File: src/rtl/duart_rx_channel_if.sv
// Register-file side of one DUART receive channel:
// FIFO pop/clear strobes out, head character and status back.
interface duart_rx_channel_if;
  logic       rd_strb;
  logic       reset_err;
  logic       reset_rx;
  logic [7:0] rx_data;
  logic       rx_rdy;
  logic       ffull;
  logic       overrun;
  logic       parity_err;
  logic       framing_err;
  logic       received_break;

  modport master (
    output rd_strb, reset_err, reset_rx,
    input  rx_data, rx_rdy, ffull, overrun,
    input  parity_err, framing_err, received_break
  );

  modport slave (
    input  rd_strb, reset_err, reset_rx,
    output rx_data, rx_rdy, ffull, overrun,
    output parity_err, framing_err, received_break
  );
endinterface

File: src/rtl/duart_rx_channel.sv
// DUART receive channel: line synchroniser, character
// deserialiser with parity/framing/break checks, 3-deep FIFO.
module duart_rx_channel #(
  parameter int CLKS_PER_BIT = 16
) (
  input  logic       clk,
  input  logic       reset,
  input  logic       rx,
  input  logic [1:0] bits_sel,
  input  logic       parity_en,
  input  logic       parity_odd,
  duart_rx_channel_if.slave bus
);

  localparam int CW = $clog2(CLKS_PER_BIT);
  localparam logic [CW-1:0] HALF_M1 = CW'(CLKS_PER_BIT / 2 - 1);
  localparam logic [CW-1:0] FULL_M1 = CW'(CLKS_PER_BIT - 1);

  localparam logic [2:0] S_IDLE   = 3'd0;
  localparam logic [2:0] S_START  = 3'd1;
  localparam logic [2:0] S_DATA   = 3'd2;
  localparam logic [2:0] S_PARITY = 3'd3;
  localparam logic [2:0] S_STOP   = 3'd4;
  localparam logic [2:0] S_BREAK  = 3'd5;

  logic          flush;
  logic          s1, s2, rxs;
  logic [2:0]    state;
  logic [CW-1:0] cnt;
  logic [2:0]    idx;
  logic [2:0]    nbits_m1;
  logic          pen, podd;
  logic [7:0]    shreg;
  logic          pbit;
  logic          is_brk;
  logic          pe_calc;
  logic          push_req;
  logic [10:0]   push_ent;

  logic [10:0]   mem [3];
  logic [1:0]    count;
  logic          do_pop, do_push;
  logic [1:0]    wr_idx;

  assign flush = reset | bus.reset_rx;
  assign rxs   = s2;

  // Two-flop synchroniser on the asynchronous line.
  always_ff @(posedge clk) begin
    if (flush) begin
      s1 <= 1'b1;
      s2 <= 1'b1;
    end else begin
      s1 <= rx;
      s2 <= s1;
    end
  end

  // Character status evaluated at the stop-bit sample.
  always_comb begin
    is_brk  = (shreg == 8'h00) && !pbit && !rxs;
    pe_calc = pen & ((^shreg) ^ pbit ^ podd);
  end

  // Receive FSM: start validation, bit sampling, stop/break handling.
  always_ff @(posedge clk) begin
    if (flush) begin
      state    <= S_IDLE;
      cnt      <= '0;
      idx      <= '0;
      nbits_m1 <= '0;
      pen      <= 1'b0;
      podd     <= 1'b0;
      shreg    <= '0;
      pbit     <= 1'b0;
      push_req <= 1'b0;
      push_ent <= '0;
    end else begin
      push_req <= 1'b0;
      case (state)
        S_IDLE: begin
          if (!rxs) begin
            state <= S_START;
            cnt   <= '0;
          end
        end
        S_START: begin
          if (cnt == HALF_M1) begin
            cnt <= '0;
            if (rxs) begin
              state <= S_IDLE;
            end else begin
              state    <= S_DATA;
              idx      <= '0;
              shreg    <= '0;
              pbit     <= 1'b0;
              nbits_m1 <= {1'b0, bits_sel} + 3'd4;
              pen      <= parity_en;
              podd     <= parity_odd;
            end
          end else begin
            cnt <= cnt + 1'b1;
          end
        end
        S_DATA: begin
          if (cnt == FULL_M1) begin
            cnt        <= '0;
            shreg[idx] <= rxs;
            if (idx == nbits_m1) begin
              state <= pen ? S_PARITY : S_STOP;
            end else begin
              idx <= idx + 3'd1;
            end
          end else begin
            cnt <= cnt + 1'b1;
          end
        end
        S_PARITY: begin
          if (cnt == FULL_M1) begin
            cnt   <= '0;
            pbit  <= rxs;
            state <= S_STOP;
          end else begin
            cnt <= cnt + 1'b1;
          end
        end
        S_STOP: begin
          if (cnt == FULL_M1) begin
            cnt      <= '0;
            push_req <= 1'b1;
            if (is_brk) begin
              push_ent <= {3'b110, 8'h00};
              state    <= S_BREAK;
            end else begin
              push_ent <= {1'b0, !rxs, pe_calc, shreg};
              state    <= S_IDLE;
            end
          end else begin
            cnt <= cnt + 1'b1;
          end
        end
        S_BREAK: begin
          if (rxs) state <= S_IDLE;
        end
        default: state <= S_IDLE;
      endcase
    end
  end

  assign do_pop  = bus.rd_strb && (count != 2'd0);
  assign do_push = push_req && ((count != 2'd3) || do_pop);
  assign wr_idx  = count - {1'b0, do_pop};

  // Shift FIFO with the head in slot 0; pop shifts before push lands.
  always_ff @(posedge clk) begin
    if (flush) begin
      count <= '0;
      for (int i = 0; i < 3; i++) mem[i] <= '0;
    end else begin
      if (do_pop) begin
        mem[0] <= mem[1];
        mem[1] <= mem[2];
      end
      for (int i = 0; i < 3; i++) begin
        if (do_push && wr_idx == 2'(i)) mem[i] <= push_ent;
      end
      count <= count - {1'b0, do_pop} + {1'b0, do_push};
    end
  end

  // Sticky overrun; an overflowing push beats a same-cycle clear.
  always_ff @(posedge clk) begin
    if (reset) begin
      bus.overrun <= 1'b0;
    end else if (!bus.reset_rx) begin
      if (push_req && count == 2'd3 && !do_pop) begin
        bus.overrun <= 1'b1;
      end else if (bus.reset_err) begin
        bus.overrun <= 1'b0;
      end
    end
  end

  assign bus.rx_rdy         = (count != 2'd0);
  assign bus.ffull          = (count == 2'd3);
  assign bus.rx_data        = bus.rx_rdy ? mem[0][7:0] : 8'h00;
  assign bus.parity_err     = bus.rx_rdy & mem[0][8];
  assign bus.framing_err    = bus.rx_rdy & mem[0][9];
  assign bus.received_break = bus.rx_rdy & mem[0][10];

endmodule
File: src/flat_wrapper.sv
// flat-port wrapper written by rule: the top's interface ports become plain ports
module duart_rx_channel_flat 
#(
  parameter int CLKS_PER_BIT = 16
)
  (clk, reset, rx, bits_sel, parity_en, parity_odd, bus_rd_strb, bus_reset_err, bus_reset_rx, bus_rx_data, bus_rx_rdy, bus_ffull, bus_overrun, bus_parity_err, bus_framing_err, bus_received_break);
  duart_rx_channel_if bus_i ();
  input  logic clk;
  input  logic reset;
  input  logic rx;
  input  logic [1:0] bits_sel;
  input  logic parity_en;
  input  logic parity_odd;
  input wire logic [$bits(bus_i.rd_strb)-1:0] bus_rd_strb;
  input wire logic [$bits(bus_i.reset_err)-1:0] bus_reset_err;
  input wire logic [$bits(bus_i.reset_rx)-1:0] bus_reset_rx;
  output wire logic [$bits(bus_i.rx_data)-1:0] bus_rx_data;
  output wire logic [$bits(bus_i.rx_rdy)-1:0] bus_rx_rdy;
  output wire logic [$bits(bus_i.ffull)-1:0] bus_ffull;
  output wire logic [$bits(bus_i.overrun)-1:0] bus_overrun;
  output wire logic [$bits(bus_i.parity_err)-1:0] bus_parity_err;
  output wire logic [$bits(bus_i.framing_err)-1:0] bus_framing_err;
  output wire logic [$bits(bus_i.received_break)-1:0] bus_received_break;
  assign bus_i.rd_strb = bus_rd_strb;
  assign bus_i.reset_err = bus_reset_err;
  assign bus_i.reset_rx = bus_reset_rx;
  assign bus_rx_data = bus_i.rx_data;
  assign bus_rx_rdy = bus_i.rx_rdy;
  assign bus_ffull = bus_i.ffull;
  assign bus_overrun = bus_i.overrun;
  assign bus_parity_err = bus_i.parity_err;
  assign bus_framing_err = bus_i.framing_err;
  assign bus_received_break = bus_i.received_break;
  duart_rx_channel #(.CLKS_PER_BIT(CLKS_PER_BIT)) u_core (.clk(clk), .reset(reset), .rx(rx), .bits_sel(bits_sel), .parity_en(parity_en), .parity_odd(parity_odd), .bus(bus_i));
endmodule
File: config.mk
export PLATFORM = sky130hd
export DESIGN_NAME = duart_rx_channel_flat
export DESIGN_NICKNAME = d
export VERILOG_FILES = /design/src/rtl/duart_rx_channel_if.sv /design/src/rtl/duart_rx_channel.sv /design/src/flat_wrapper.sv
export SDC_FILE = /design/constraint.sdc
export NUM_CORES = 1
export LEC_CHECK = 0
export ABC_AREA = 1
export ABC_CLOCK_PERIOD_IN_PS = 2790
export BUFFER_PORTS_ARGS = -buffer_cell sky130_fd_sc_hd__buf_2
export CAP_MARGIN = 20
export CORE_AREA = 5 5 77 97
export CTS_BUF_LIST = sky130_fd_sc_hd__clkbuf_2
export CTS_CLUSTER_SIZE = 14
export DETAILED_ROUTE_END_ITERATION = 16
export DIE_AREA = 0 0 82 102
export PLACE_DENSITY = 0.74
export SYNTH_ARGS = -nofsm -noshare
export SYNTH_HDL_FRONTEND = slang
export SYNTH_SLANG_ARGS = --single-unit
File: constraint.sdc
create_clock -name clk -period 2.79 [get_ports clk]
set_input_delay 0.558 -clock clk [delete_from_list [all_inputs] [get_ports clk]]
set_output_delay 0.558 -clock clk [all_outputs]
set_load 0.02 [all_outputs]
# ---- Word-level counts from Yosys, hierarchy flattened
# Memory sizes are Yosys's and may differ from the RTL's.
# Cells that the tools add are included.
dict set report classes {
  n_reduce_logical 33
  addsub 5
  magnitude_cmp 2
  eq_ne 21
  n_bitwise 15
  n_mux 55
}
# cell n
set ops {}
lappend ops {{$mux 11} 6}
lappend ops {{$mux 3} 13}
lappend ops {{$mux 8} 4}
lappend ops {{$mux 1} 21}
lappend ops {{$pmux 3 s6} 1}
lappend ops {{$pmux 8 s2} 1}
lappend ops {{$mux 4} 3}
lappend ops {{$ne 2x1->1 const B} 6}
lappend ops {{$pmux 4 s3} 1}
lappend ops {{$logic_and 1x1->1} 10}
lappend ops {{$bwmux 8} 1}
lappend ops {{$logic_not 8->1} 1}
lappend ops {{$ne 2x2->1 const B} 4}
lappend ops {{$reduce_and 4->1} 2}
lappend ops {{$reduce_bool 2->1} 4}
lappend ops {{$reduce_xor 8->1} 1}
lappend ops {{$reduce_and 7->1} 1}
lappend ops {{$eq 3x2->1 const B} 2}
lappend ops {{$eq 3x3->1 const B} 2}
lappend ops {{$or 1x1->1} 6}
lappend ops {{$pmux 3 s2} 1}
lappend ops {{$reduce_and 2->1} 3}
lappend ops {{$reduce_and 5->1} 1}
lappend ops {{$add 4x1->4 const B} 1}
lappend ops {{26 further kinds} 35}
dict set report totals {
  word_cells 146
  ff_bits 41
  ram_bits 33
  inputBits 10
  out_inout_bits 14
  mem_count 1
}
# memory depth width read_ports rd_clocked_by_memory_dff wr line
set memory_table {}
lappend memory_table {u_core.mem 3 11 3 0 3 duart_rx_channel.sv:40} ;# logic [10:0] mem [3];

# ---- Logic depth before layout (Yosys ltp)
dict set report depth {
  word_depth 9
  depth_mapped 11
  mapped_depth_nobuf 10
}

# ---- Worst setup path after synthesis
# Ideal clock, no wire load.
dict set report synth_timing {
  kind {in2reg}
  startpoint {in bus_rd_strb}
  endpoint {mem u_core.mem[2][0], in the netlist u_core.mem[0][22], enable pin}
  setup_ns 0.394
  setup_slack_ns 0.322
  t_arrival_ns 2.074
  stages 6
  required_time_ns 2.396
  path_buffers 0
  path_cell_list {inv_1 nor2_1 ha_1 xor2_1 inv_2 o21ai_0}
}
# item line
set synth_lines {}
lappend synth_lines {{start, declared} flat_wrapper.sv:14} ;# input wire logic [$bits(bus_i.rd_strb)-1:0] bus_rd_strb;
lappend synth_lines {{end, declared} duart_rx_channel.sv:40}

==> results.json <==
{
  "status": "finished, final reports clean",
  "coreArea_um2": 6440,
  "cts-hold-fix-buffers": 0,
  "netlist_instances": 481,
  "place_hpwl_um": 4810,
  "clkPwrFrac_pct": 30.5,
  "tns_ns": 0,
  "wl_met2_um": 3410,
  "grt_pass1_wl_um": 11500,
  "routed_wl_um": 6550,
  "crit_required_ns": 2.97,
  "path_class": "flop to flop",
  "critPathMaxFanout": 12,
  "internal_power_w": 0.00140,
  "synth_mux_area_share_pct": 0,
  "rows": 33,
  "met3_length_um": 277,
  "ys_types": 31,
  "first_iter_violations": 190,
  "area_growth_pct": 6.85,
  "ys_seq_area_share_pct": 47.9,
  "first_pass_iters": 4,
  "fin_skew_ns": 0.0200,
  "grt_start_max_net_pins": 34,
  "wl_met1_um": 2770,
  "worstSetupEndpointType": "flop",
  "rsz0062_at_grt": "false",
  "synthXorXnorAreaFrac_pct": 2.55,
  "combPwrFrac_pct": 6.7,
  "vias": 2955,
  "layout.cells.non_filler": 593,
  "tightest_slew_ns": 0.594,
  "final_common_cell": "nand2_1",
  "clock_path_buffers": 2,
  "postSynthNetCount": 499,
  "switchingPower_w": 0.000465,
  "place.gp.congestion": 0.839,
  "grtUsageTotal_pct": 17.7,
  "max_freq_ghz": 0.419,
  "dp_slack_ns": 0.217,
  "die_area_um2": 8360,
  "netlist_area_um2": 3780,
  "tritoncts": "yes",
  "min_period_ns": 2.39,
  "port_buffers": 23,
  "yosys.area_share.simple_pct": 23.6,
  "cts_sinks": 74,
  "cts_buffers": 9,
  "drcViolationCount": 0,
  "grt-ovfl-total": 0,
  "setup_viol": 0,
  "vias_per_cell": 4.98,
  "synth_compound_area_share_pct": 11.9,
  "post_route_cells_drive_above_1_share_pct": 13.6,
  "syn_area_per_cell_um2": 7.86,
  "power.density_nw_per_um2": 462,
  "io-pin-count": 24,
  "nets": 519,
  "critPathArrivalTime_ns": 2.57,
  "initial_utilization_pct": 58.7,
  "crit_slowest_cell": "nor2_2",
  "p_sw_share_pct": 24.9,
  "synthAdderAreaFrac_pct": 2.65,
  "drtAntennaViolNets": 0,
  "post_cts_buffers": 0,
  "htreeDepth": 3,
  "seqPwrFrac_pct": 62.8,
  "fin_util_pct": 62.7,
  "hold_viol_final": 0,
  "yosys_warnings": 0,
  "synth.ff_latch_count": 74,
  "setup_ws_ns": 0.403,
  "maxCapViolations": 0,
  "cts_resized": 0,
  "cts_root_buf": "clkbuf_2",
  "layout_common_cells": "nand2_1, inv_1, nor2_1, dfxtp_1, edfxtp_1",
  "hold_class": "input port to flop",
  "dpl.cell_count": 577,
  "diodes": 0,
  "clk_pin_slew_ns": 0.20,
  "fin_crit_sh_pct": 85.6,
  "relSlewSlack_pct": 60.3,
  "grt_pass1_vias": 2699,
  "grt_antenna_before_repair": 0,
  "slowest_delay_ns": 0.41,
  "crit_path_start_kind": "flop",
  "synth_top_family_by_area": "simple AND/OR/NAND/NOR gates",
  "avgRoutedWirePerCell_um": 11.0,
  "chipHeight_um": 102,
  "die_w_um": 82,
  "dr.max_layer_used": "met4",
  "vdd_ir_drop_max_v": 0.000293,
  "final_max_slew_viol_count": 0,
  "clock_latency_ns": 0.51,
  "power.leakage_nw": 1.79,
  "crit_chain": "nor2_1, nor2_1, ha_1, nand3_1, nor2_2, inv_2, nand3_1"
}
synth_stat cells:
cell,instances,area share (%)
a211oi_1,4,0.79
a211oi_2,4,1.3
a21oi_1,25,3.3
a22oi_1,1,0.20
a31oi_1,1,0.17
buf_2,8,1.1
buf_4,3,0.60
buf_6,2,0.60
clkbuf_1,5,0.50
dfxtp_1,41,22
edfxtp_1,33,26
ha_1,8,2.6
inv_1,79,7.8
inv_2,7,0.70
nand2_1,88,8.7
nand2_2,1,0.17
nand3_1,27,3.6
nand3_2,4,1.1
nand4_2,1,0.33
nor2_1,62,6.2
nor2_2,5,0.83
nor2_4,2,0.60
nor3_1,2,0.26
nor3_2,1,0.26
o211ai_1,1,0.20
o21ai_0,27,3.6
o21ai_1,18,2.4
or2_0,8,1.3
or2_2,2,0.33
xnor2_1,7,1.6
xor2_1,4,0.93
metal layers:
| layer | GRT usage [%] | vias to the layer above |
|---|---|---|
| met5 | 0 | - |
| li1 | - | 1560 |
| met2 | 32.0 | 51 |
| met4 | 8.06 | 0 |
| met3 | 2.91 | 7 |
| met1 | 20.1 | 1337 |
worst paths after layout:
| path | startpoint | end | slack [ns] | depth (start not counted) |
|---|---|---|---|---|
| worst max-delay path | u_core.count[1] | u_core.mem[0][7] | 0.40 | 7 |
| worst min-delay path | rx | u_core.s1 | 0.21 | 2 |
| worst max register to register | u_core.count[1] | u_core.mem[0][7] | 0.40 | 7 |
| worst min register to register | u_core.s1 | u_core.rxs | 0.45 | 1 |
flip-flops by register name, indices dropped and copies added, names as in the netlist, 2 cells and up:
signal	flops
u_core.mem	33
u_core.push_ent	11
u_core.cnt	4
u_core.state	3
u_core.count	2
u_core.shreg	8
u_core.nbits_m1	3
u_core.idx	3
logic make-up after synthesis:
| family | after synthesis |
|---|---|
| flip-flops | 74 |
| adder cells (fa/ha/maj) | 8 |
| buffers and inverters | 104 |
| AO/OA/AOI/OAI | 81 |
| XOR/XNOR | 11 |
| AND/OR/NAND/NOR | 203 |
layout make-up:
class                   instances  area, um2
repair buffers                 27        145
well taps                      87        109
fillers                       583       2400
flip-flops and latches         74       1810
multi-input cells             303       1540
clock buffers                  10       50.0
clock inverters                 6       58.8
inverters                      86        323
critical path: cells and delay by family, from the launching register on:
kind          cells  cell delay (ns)
buf+inv           1             0.20
simple gates      5             1.17
fa+ha+maj         1             0.31
flops             1             0.38
power groups by stage:
stage / logic (W) / clock network (W) / registers (W)
2_1_floorplan: 0.000102 / 0 / 0.00119
3_3_place_gp: 0.000122 / 0 / 0.00119
3_5_place_dp: 0.000125 / 0 / 0.00120
4_1_cts: 0.000126 / 0.000581 / 0.00117
5_1_grt: 0.000145 / 0.000635 / 0.00118
6_report: 0.000125 / 0.000568 / 0.00117
through the flow:
step                      hold WS [ns]  power [W]  cell area [um2]
after detailed placement         0.401    0.00132             3930
after CTS                        0.187    0.00188             4040
after global placement           0.402    0.00132             3930
final                            0.212    0.00186             4040
after global routing             0.171    0.00196             4040
after floorplan                  0.393    0.00129             3780
Note: power is estimated with default switching activity, not from simulation.
